===== src/rtl/video_timing.sv =====
// rtl/video_timing.sv - raster timing generator: pixel enable, beam position, blank/sync strobes
// NTSC/PAL line counts with optional scan-doubling; all outputs registered.
module video_timing #(
   parameter int CLK_DIV    = 4,
   parameter int H_ACTIVE   = 320,
   parameter int H_TOTAL    = 384,
   parameter int HS_START   = 336,
   parameter int HS_END     = 368,
   parameter int V_ACTIVE   = 240,
   parameter int NTSC_LINES = 262,
   parameter int PAL_LINES  = 312,
   parameter int VS_START_N = 244,
   parameter int VS_START_P = 270,
   parameter int VS_LEN     = 3
) (
   input  logic       clk,
   input  logic       reset,
   input  logic       pal,
   input  logic       scandouble,
   output logic       ce_pix,
   output logic [8:0] hcount,
   output logic [8:0] vcount,
   output logic       HBlank,
   output logic       VBlank,
   output logic       HSync,
   output logic       VSync,
   output logic       new_line,
   output logic       new_frame
);

   localparam logic [7:0] DIV_FULL  = 8'(CLK_DIV - 1);
   localparam logic [7:0] DIV_HALF  = 8'(CLK_DIV / 2 - 1);
   localparam logic [8:0] H_LAST    = 9'(H_TOTAL - 1);
   localparam logic [8:0] H_ACT     = 9'(H_ACTIVE);
   localparam logic [8:0] HS_BEGIN  = 9'(HS_START);
   localparam logic [8:0] HS_STOP   = 9'(HS_END);
   localparam logic [8:0] V_ACT     = 9'(V_ACTIVE);
   localparam logic [8:0] NTSC_LAST = 9'(NTSC_LINES - 1);
   localparam logic [8:0] PAL_LAST  = 9'(PAL_LINES - 1);
   localparam logic [8:0] VS_N      = 9'(VS_START_N);
   localparam logic [8:0] VS_P      = 9'(VS_START_P);
   localparam logic [8:0] VS_LINES  = 9'(VS_LEN);

   logic [7:0] div;
   logic       armed;
   logic       pal_l;
   logic       sd_l;
   logic       rep;

   logic       pal_eff;
   logic       sd_eff;
   logic       ce;
   logic       h_wrap;
   logic       v_step;
   logic       f_wrap;
   logic       rep_nx;
   logic       pal_nx;
   logic [8:0] lines_last;
   logic [8:0] h_nx;
   logic [8:0] v_nx;
   logic [8:0] vs_start;
   logic [8:0] vs_end;

   // Until the first edge after release the mode pins drive the timing directly,
   // which is equivalent to latching them at the moment reset drops.
   always_comb begin
      pal_eff    = armed ? pal_l : pal;
      sd_eff     = armed ? sd_l : scandouble;
      ce         = (div == (sd_eff ? DIV_HALF : DIV_FULL));
      h_wrap     = (hcount == H_LAST);
      lines_last = pal_eff ? PAL_LAST : NTSC_LAST;
      v_step     = h_wrap && (!sd_eff || rep);
      f_wrap     = v_step && (vcount == lines_last);
      h_nx       = h_wrap ? 9'd0 : hcount + 9'd1;
      v_nx       = vcount;
      if (f_wrap)
         v_nx = 9'd0;
      else if (v_step)
         v_nx = vcount + 9'd1;
      rep_nx     = rep;
      if (f_wrap)
         rep_nx = 1'b0;
      else if (h_wrap && sd_eff)
         rep_nx = ~rep;
      pal_nx     = f_wrap ? pal : pal_eff;
      vs_start   = pal_nx ? VS_P : VS_N;
      vs_end     = vs_start + VS_LINES;
   end

   always_ff @(posedge clk or posedge reset) begin
      if (reset) begin
         armed <= 1'b0;
         pal_l <= 1'b0;
         sd_l  <= 1'b0;
      end else begin
         armed <= 1'b1;
         if (!armed || (ce && f_wrap)) begin
            pal_l <= pal;
            sd_l  <= scandouble;
         end
      end
   end

   always_ff @(posedge clk or posedge reset) begin
      if (reset) begin
         div       <= 8'd0;
         rep       <= 1'b0;
         ce_pix    <= 1'b0;
         hcount    <= 9'd0;
         vcount    <= 9'd0;
         HBlank    <= 1'b0;
         VBlank    <= 1'b0;
         HSync     <= 1'b0;
         VSync     <= 1'b0;
         new_line  <= 1'b0;
         new_frame <= 1'b0;
      end else begin
         ce_pix    <= ce;
         new_line  <= 1'b0;
         new_frame <= 1'b0;
         if (ce) begin
            div       <= 8'd0;
            rep       <= rep_nx;
            hcount    <= h_nx;
            vcount    <= v_nx;
            // strobes follow the next position so they line up with hcount/vcount
            HBlank    <= (h_nx >= H_ACT);
            VBlank    <= (v_nx >= V_ACT);
            HSync     <= (h_nx >= HS_BEGIN) && (h_nx < HS_STOP);
            VSync     <= (v_nx >= vs_start) && (v_nx < vs_end);
            new_line  <= h_wrap;
            new_frame <= f_wrap;
         end else begin
            div <= div + 8'd1;
         end
      end
   end

endmodule


===== config.mk =====
export PLATFORM = sky130hd
export DESIGN_NAME = video_timing
export DESIGN_NICKNAME = d
export VERILOG_FILES = /design/src/rtl/video_timing.sv
export SDC_FILE = /design/constraint.sdc
export NUM_CORES = 1
export LEC_CHECK = 0
export CAP_MARGIN = 20
export CORE_ASPECT_RATIO = 2
export CORE_MARGIN = 10
export CORE_UTILIZATION = 57
export CTS_BUF_LIST = sky130_fd_sc_hd__clkbuf_8
export CTS_CLUSTER_SIZE = 12
export DETAILED_ROUTE_END_ITERATION = 10
export PLACE_DENSITY_LB_ADDON = 0.15
export SYNTH_ARGS = -nofsm -noshare
export SYNTH_HDL_FRONTEND = slang
export SYNTH_SLANG_ARGS = --single-unit

===== constraint.sdc =====
create_clock -name clk -period 4.25 [get_ports clk]
set_clock_uncertainty 0.1 [all_clocks]
set_input_delay 0.6375 -clock clk [delete_from_list [all_inputs] [get_ports clk]]
set_output_delay 0.6375 -clock clk [all_outputs]
set_load 0.02 [all_outputs]

==> impl_metrics.ini <==
[grt]
grt_util_met2_pct = 28.3
grt_max_degree = 38
antenna_found_initial = 0
grt_use_met3_pct = 3.24
grt_pass1_wl_mm = 8.86
grt_pass1_vias = 1892
track_usage_pct = 15.3
grt_busiest_layer = met2
met1_usage_pct = 14.8
grt-ovfl-total = 0

[finish]
diodes = 0
nets = 282
layout-drive-gt1-share_pct = 12.7
num-fill-cells = 334
area_delta_synth_final_pct = 17.1
post-route-cell-area_um2 = 2710
final_core_util_pct = 69.8

[sta]
finalSetupViolCount = 0
fin_setup_tns_ps = 0
slew_headroom_pct = 65.4
rsz0062_at_grt = false
layout_setup_ws_ps = 485
fin_crit_ps = 3770
worst_pin_slew_ps = 512
hold_violations = 0
min_period_over_period_pct = 88.6
fmax_ghz = 0.266
slew_violations = 0

[yosys]
synth_area_um2 = 2310
synth_cells = 238
ys_ff_latch = 37
yosysMostFrequentCell = dfrtp_1
synth_area_leader_cell = dfrtp_1
synth_edf_count = 0
syn_nets = 254
yosysUniqueCellTypes = 52
async_flop_share_pct = 100
synth_top_area_share_pct = 40.0
ys_seq_area_share_pct = 40.0
ys_warn_count = 0
synth_ff_type = dfrtp_1
syn_area_per_cell_um2 = 9.72
ys_top_cells_by_count = dfrtp_1, nand2_1, xnor2_1, nand3_1
synth_area_leaders = dfrtp_1, xnor2_1, ha_1

[clock_network]
root_buffer = clkbuf_8
numClockSinks = 37
post_cts_buffers = 0
ctsHoldBuffers = 0
cts_tree = yes
post_cts_resized = 0
clk_pin_slew_ps = 80
numCtsBuffers = 5
htree_num_levels = 2
clk_latency_ps = 290
cts_buffer_depth = 2

[floorplan]
core-area_um2 = 3880
pin_count = 29
num_rows = 32
die-width_um = 65.1
die_h_um = 110
fp.dieArea_um2 = 7160
initial_core_util_pct = 59.6

[worst_setup_path]
cp-start-kind = input port
cp_top_family = multiplexers
path_cells = clkdlybuf4s50_1 > mux2_2 > mux2_4 > nor3_2 > mux2_2 > ha_1 > or4b_2 > o31a_1 > a311oi_2
worstSetupEndpointType = flip-flop
path_max_fanout = 7
arrival_ps = 3860
crit_buf_inv = 1
critPathSlowestCell = or4b_2
max_stage_delay_ps = 590
crit_type = in2reg
worstPathRequired_ps = 4350
cpMostUsedCell = mux2_2

[route]
wl_per_cell_um = 16.3
first_pass_iters = 4
drt_iter0_markers = 40
vias_per_cell = 5.91
wirelength_mm = 5.18
ant_nets = 0
vias = 1878
post-route-drc-count = 0

[place]
place_ws_ps = 191
post-dp-hpwl_mm = 3.94
io_buffer_count = 28
gp_congestion = 0.843
placed_area_um2 = 2630

[flow_run]
cap_violations = 0

[power]
p_leak_nw = 1.13
vdd_drop_max_mv = 0.254
power_density_nw_per_um2 = 232

[status]
outcome = complete, no violations

[hold_path]
min_path_type = reg2reg
-- final timing paths --
check,from,endpoint,slack (ps),depth (start not counted)
max reg2reg,vcount[3],VSync,640,8
max in group asynchronous,reset,vcount[7],3060,3
min reg2reg,div[7],div[7],380,1
max,pal,VSync,480,9
min in group asynchronous,reset,new_frame,660,3
min,div[7],div[7],380,1
-- logic make-up after synthesis --
family / synth area share, %
other: 0.162
flip-flops: 40.0
adder cells (fa/ha/maj): 6.49
AO/OA/AOI/OAI: 15.0
multiplexers: 6.92
buffers and inverters: 3.89
AND/OR/NAND/NOR: 20.0
XOR/XNOR: 7.57
-- stage by stage --
stage          total power, mW  instances  hold slack, ps
3_5_place_dp             0.404        310             373
5_1_grt                  0.657        318             395
2_1_floorplan            0.393        238             347
4_1_cts                  0.634        318             391
6_report                 0.628        318             383
3_3_place_gp             0.403        310             360
-- sequential cells by signal, indices dropped and copies added, names as in the netlist --
register / count
pal_l: 1
VSync: 1
new_frame: 1
sd_l: 1
new_line: 1
ce_pix: 1
HBlank: 1
vcount: 9
armed: 1
hcount: 9
VBlank: 1
HSync: 1
div: 8
rep: 1
-- power by group --
group          switching (mW)  total (mW)  internal, mW
logic                  0.0225      0.0402        0.0177
clock network           0.120       0.231         0.111
registers             0.00229       0.357         0.354
total                   0.144       0.628         0.483
-- routing by layer --
| metal | wire length [um] | up-vias | share of wire [%] |
|---|---|---|---|
| met2 | 2940 | 49 | 57 |
| met1 | 1840 | 908 | 36 |
| met4 | 194 | 0 | 3.7 |
| met3 | 208 | 18 | 4.0 |
| met5 | 0 | - | 0 |
| li1 | - | 903 | - |
-- layout make-up --
| cell class | instances | area [um^2] | share of cell area (%) |
|---|---|---|---|
| timing repair buffer | 31 | 303 | 11.2 |
| tap | 51 | 63.8 | 2.35 |
| clock buffer | 5 | 68.8 | 2.54 |
| inverter | 10 | 37.5 | 1.39 |
| sequential | 37 | 926 | 34.2 |
| multi-input combinational | 181 | 1300 | 47.9 |
| clock inverter | 3 | 13.8 | 0.508 |
-- cell usage in the layout, fill, tap and decap left out, types with 5 or more instances in the layout --
master            n
clkdlybuf4s50_1  28
nor2_1           10
dfrtp_1          37
o21ai_0          12
xnor2_1          19
inv_1            10
nand2_1          26
nand3_1          14
clkbuf_8          5
nor3_1            7
and3_1            6
mux2_2           10
a21oi_1          10
ha_1             12
(Power assumes the default switching activity.)
